File: src/rtl/biu_pkg.sv
// rtl/biu_pkg.sv - bus transfer size type shared by the core memory interfaces
package biu_pkg;
  typedef enum logic [2:0] {
    BYTE  = 3'b000,
    HWORD = 3'b001,
    WORD  = 3'b010,
    DWORD = 3'b011,
    QWORD = 3'b100
  } biu_size_t;
endpackage

File: src/rtl/biu_mem_arbiter.sv
// rtl/biu_mem_arbiter.sv - fetch/data arbiter onto one BIU with data priority and fetch anti-starvation
// Optional bus watchdog enabled by defining BIU_ARB_TIMEOUT_EN.
module biu_mem_arbiter
  import biu_pkg::*;
#(
  parameter int XLEN           = 32,
  parameter int MAX_DBURST     = 4,
  parameter int TIMEOUT_CYCLES = 255
) (
  input  logic            clk,
  input  logic            rstn,
  input  logic            imem_req,
  input  logic [XLEN-1:0] imem_adr,
  output logic [XLEN-1:0] imem_q,
  output logic            imem_ack,
  output logic            imem_err,
  input  logic            dmem_req,
  input  logic            dmem_lock,
  input  logic [XLEN-1:0] dmem_adr,
  input  logic [XLEN-1:0] dmem_d,
  input  logic            dmem_we,
  input  biu_size_t       dmem_size,
  output logic [XLEN-1:0] dmem_q,
  output logic            dmem_ack,
  output logic            dmem_err,
  output logic            bus_req,
  output logic [XLEN-1:0] bus_adr,
  output logic [XLEN-1:0] bus_d,
  output logic            bus_we,
  output biu_size_t       bus_size,
  input  logic [XLEN-1:0] bus_q,
  input  logic            bus_ack,
  input  logic            bus_err,
  output logic            grant_d
);

  typedef enum logic [1:0] {IDLE, BUSY_I, BUSY_D, LOCK_D} state_t;

  localparam logic [3:0] MAX_D = 4'(MAX_DBURST);

  state_t     state;
  logic [3:0] dburst_cnt;
  logic       busy_i, busy_d, tout, fail, done, d_release;

  assign busy_i = (state == BUSY_I);
  assign busy_d = (state == BUSY_D);

`ifdef BIU_ARB_TIMEOUT_EN
  localparam logic [7:0] TOUT_LIMIT = 8'(TIMEOUT_CYCLES);
  logic [7:0] wdog;

  // Held at zero outside BUSY so every new grant starts a fresh count.
  always_ff @(posedge clk or negedge rstn) begin
    if (!rstn)                 wdog <= '0;
    else if (busy_i || busy_d) wdog <= wdog + 8'd1;
    else                       wdog <= '0;
  end

  assign tout = (busy_i || busy_d) && (wdog == TOUT_LIMIT);
`else
  assign tout = 1'b0;
`endif

  assign fail = bus_err | tout;
  assign done = bus_ack | fail;
  // A timed-out data access never parks the bus in LOCK_D.
  assign d_release = !dmem_lock || tout;

  always_ff @(posedge clk or negedge rstn) begin
    if (!rstn) begin
      state      <= IDLE;
      dburst_cnt <= '0;
      grant_d    <= 1'b0;
      bus_req    <= 1'b0;
    end else begin
      case (state)
        IDLE: begin
          if (dmem_req && !(imem_req && dburst_cnt == MAX_D)) begin
            state   <= BUSY_D;
            bus_req <= 1'b1;
            grant_d <= 1'b1;
          end else if (imem_req) begin
            state   <= BUSY_I;
            bus_req <= 1'b1;
            grant_d <= 1'b0;
          end
        end
        BUSY_I: begin
          if (done) begin
            state      <= IDLE;
            bus_req    <= 1'b0;
            dburst_cnt <= '0;
          end
        end
        BUSY_D: begin
          if (done) begin
            bus_req <= 1'b0;
            if (d_release) begin
              state   <= IDLE;
              grant_d <= 1'b0;
              if (imem_req && dburst_cnt != MAX_D) dburst_cnt <= dburst_cnt + 4'd1;
            end else begin
              state <= LOCK_D;
            end
          end
        end
        LOCK_D: begin
          if (dmem_req) begin
            state   <= BUSY_D;
            bus_req <= 1'b1;
          end else if (!dmem_lock) begin
            state   <= IDLE;
            grant_d <= 1'b0;
          end
        end
        default: begin
          state   <= IDLE;
          bus_req <= 1'b0;
          grant_d <= 1'b0;
        end
      endcase
    end
  end

  assign bus_adr  = grant_d ? dmem_adr  : imem_adr;
  assign bus_d    = grant_d ? dmem_d    : '0;
  assign bus_we   = grant_d & dmem_we;
  assign bus_size = grant_d ? dmem_size : WORD;

  assign imem_q = bus_q;
  assign dmem_q = bus_q;

  // Error wins over ack so a requester never sees both in one cycle.
  assign imem_ack = busy_i & bus_ack & ~fail;
  assign imem_err = busy_i & fail;
  assign dmem_ack = busy_d & bus_ack & ~fail;
  assign dmem_err = busy_d & fail;

endmodule
File: config.mk
export PLATFORM = sky130hd
export DESIGN_NAME = biu_mem_arbiter
export DESIGN_NICKNAME = d
export VERILOG_FILES = /design/src/rtl/biu_pkg.sv /design/src/rtl/biu_mem_arbiter.sv
export SDC_FILE = /design/constraint.sdc
export NUM_CORES = 1
export LEC_CHECK = 0
export BUFFER_PORTS_ARGS = -buffer_cell sky130_fd_sc_hd__buf_2
export CORE_AREA = 2 2 106 108
export DETAILED_ROUTE_END_ITERATION = 8
export DIE_AREA = 0 0 108 110
export PLACE_DENSITY = 0.61
export SLEW_MARGIN = 0
export SYNTH_ARGS = -nofsm -noshare
export SYNTH_HDL_FRONTEND = slang
export SYNTH_SLANG_ARGS = --single-unit
File: constraint.sdc
create_clock -name clk -period 3.3 [get_ports clk]
set_input_delay 0.33 -clock clk [delete_from_list [all_inputs] [get_ports clk]]
set_output_delay 0.33 -clock clk [all_outputs]
set_load 0.1 [all_outputs]
==> results.toml <==
[final_layout]
fillers = 1207
final_common_cell = "buf_2"
drive_gt1_share_pct = 68.5
syn_to_final_growth_pct = 35.4
final_cell_count_no_fill = 464
antennaDiodeCount = 0
final_cell_mix = "buf_2, and2_1, mux2_2"
num-nets-final = 472

[clock_tree]
htreeDepth = 1
ctsResizeCount = 0
clock_latency_ps = 240
cts_tree = "built"
cts_made_buffers = 3
cts_root_buf = "clkbuf_8"
clock_sinks = 8
clock_path_buffers = 2
clk_pin_slew_ps = 50

[synth]
seq_area_frac_synth_pct = 11.4
synth_fp_nets = 357
yosysWarnings = 0
synth_area_sq_mm = 0.00175
synthCells = 210
synth_cell_types = 36
ys_ff_latch = 8
syn_avg_cell_area_sq_um = 8.35

[worst_setup_path]
worstPathMaxFanout = 34
startpoint_type = "flop"
r2r_start = "state[0]"
r2r_slack_ps = 1460
crit_slowest_cell = "dfrtp_2"
cpPeakStageDelay_ps = 760
worstPathCellList = "buf_4, mux2_2, buf_2"
cp-startpoint = "grant_d"
worstPathArrival_ps = 2040
setup.worst_path.class = "reg2out"
setup.worst_path.end_class = "output port"
required_ps = 2970

[power]
p_sw_w = 0.00245
cellLeakagePower_nw = 1.31
clockPowerShare_pct = 4.1
powerDensity_mw_per_mm2 = 1350
ir_drop_uv = 1450
p_total_w = 0.00319
p_seq_share_pct = 7.3
cellInternalPower_w = 0.000747
netSwitchingFraction_pct = 76.6
combPwrFrac_pct = 88.6

[global_route]
grt_max_degree = 35
grt_util_all_layers_pct = 9.58
grt_pass1_wl_um = 8800
grt_pass1_vias = 1659
grt-ovfl-total = 0
antenna_found_initial = 0

[job]
drv_cap = 0

[die]
die_y_um = 110
start_util_pct = 16.4
die-area_sq_mm = 0.0119
rows = 38
coreArea_sq_mm = 0.0107
boundaryPins = 277
die_width_um = 108

[placement]
place.gp.congestion = 0.878
place_inst = 459
portBuffers = 180
place.detailed.hpwl_um = 5550

[detailed_routing]
postRouteAntennaNets = 0
wl_per_cell_um = 14.2
drt_first_pass_iters = 4
drc = 0
vias = 1796
routed_via_density = 3.87
drt_iter0_markers = 47
routed_wirelength_um = 6580

[hold_path]
min-delay-start = "dmem_req"
hold_path.class = "in2reg"

[outcome]
status = "finished, final reports clean"

[timing]
tightest_slew_ps = 633
slew_viol_final = 0
hold_viol_final = 0
fin_worst_skew_ps = 0.567
relSlewSlack_pct = 57.8
fin_tns_setup_ps = 0
finalCritPeriodShare_pct = 71.8
rsz0062_at_grt = "false"
finalSetupViolations = 0
fin_crit_ps = 2370
fmax_mhz = 422
area by class of cell:
type                       count  area, sq um  share of cell area, %
tap                          140          175                   7.38
timing repair buffer         183          926                   39.0
sequential                     8          201                   8.49
clock buffer                   4         45.0                   1.90
multi-input combinational    123         1000                   42.3
inverter                       6         22.5                  0.949
sequential cells by signal (all words and copies together) (netlist names):
register    cells
dburst_cnt      4
state           2
bus_req         1
grant_d         1
routing by layer:
layer | wire length [um] | global-route usage, % | vias up
li1 | - | - | 866
met4 | 63 | 2.56 | 0
met5 | 0 | 0 | -
met2 | 2840 | 14.8 | 132
met1 | 2670 | 11.4 | 788
met3 | 1000 | 5.47 | 10
per-stage QoR:
step / worst slack [ps] / util, % / hold WS [ps] / cell area [sq um]
after global routing: 793 / 22.2 / 464 / 2370
after global placement: 1200 / 21.7 / 194 / 2320
after detailed placement: 1130 / 21.7 / 192 / 2320
final: 931 / 22.2 / 456 / 2370
after CTS: 875 / 22.2 / 437 / 2370
after floorplan: 835 / - / 34.4 / 1750
kinds of logic (layout without fill, tap and decap cells):
family,Yosys count,after routing,share of synthesized area [%]
flip-flops,8,8,11.4
buffers and inverters,79,193,31.3
adder cells (fa/ha/maj),8,8,5.71
multiplexers,35,35,22.4
AO/OA/AOI/OAI,20,20,7.07
AND/OR/NAND/NOR,60,60,22.1
cells in the mapped netlist:
master / n / share of area, %
a21boi_0: 1 / 0.43
nand2_2: 1 / 0.36
dfrtp_1: 8 / 11
nor2_1: 1 / 0.21
nand4_1: 1 / 0.36
nor2b_1: 1 / 0.36
buf_2: 4 / 1.1
nand2b_1: 2 / 0.71
and3b_1: 2 / 1.0
mux2_1: 2 / 1.3
nand3_1: 5 / 1.4
o21ai_1: 2 / 0.57
mux2_2: 32 / 21
ha_1: 8 / 5.7
o21ai_0: 7 / 2.0
buf_6: 1 / 0.64
a221oi_1: 1 / 0.50
clkbuf_1: 4 / 0.86
o22ai_1: 1 / 0.36
a22o_1: 1 / 0.50
nor3_1: 1 / 0.29
a41oi_1: 1 / 0.50
o311ai_0: 1 / 0.50
buf_4: 64 / 27
inv_1: 6 / 1.3
nand2_1: 4 / 0.86
and2_1: 37 / 13
or4_1: 1 / 0.43
a21oi_1: 3 / 0.86
or4b_1: 1 / 0.57
mux2i_1: 1 / 0.57
o31ai_1: 1 / 0.43
nor2_2: 1 / 0.36
nor2b_4: 1 / 0.78
o211ai_1: 1 / 0.43
nand3b_4: 1 / 1.1
path summary, 6_finish.rpt:
kind,to,cells after the start
max reg2reg,state[1],5
max in group asynchronous,grant_d,2
max,bus_adr[15],3
min reg2reg,bus_req,2
min,bus_req,3
min in group asynchronous,dburst_cnt[1],2
power by group through the flow:
stage | Sequential, W | Combinational (W) | Clock (W)
global placement | 0.000236 | 0.00281 | 0
floorplan | 0.000257 | 0.00279 | 0
CTS | 0.000239 | 0.00284 | 0.000136
finish | 0.000233 | 0.00283 | 0.000132
detailed placement | 0.000241 | 0.00283 | 0
global route | 0.000250 | 0.00293 | 0.000139
worst max-delay path, delay by kind of cell (launching register included):
kind                   cells  cell delay, ps
buffers and inverters      2             660
muxes                      1             370
DFF                        1             760
timing repair:
item                      4_1_cts  5_1_grt
hold buffers                    1        0
buffers inserted                0        0
hold endpoints to repair        8        0
Note: power is estimated with default switching activity, not from simulation.
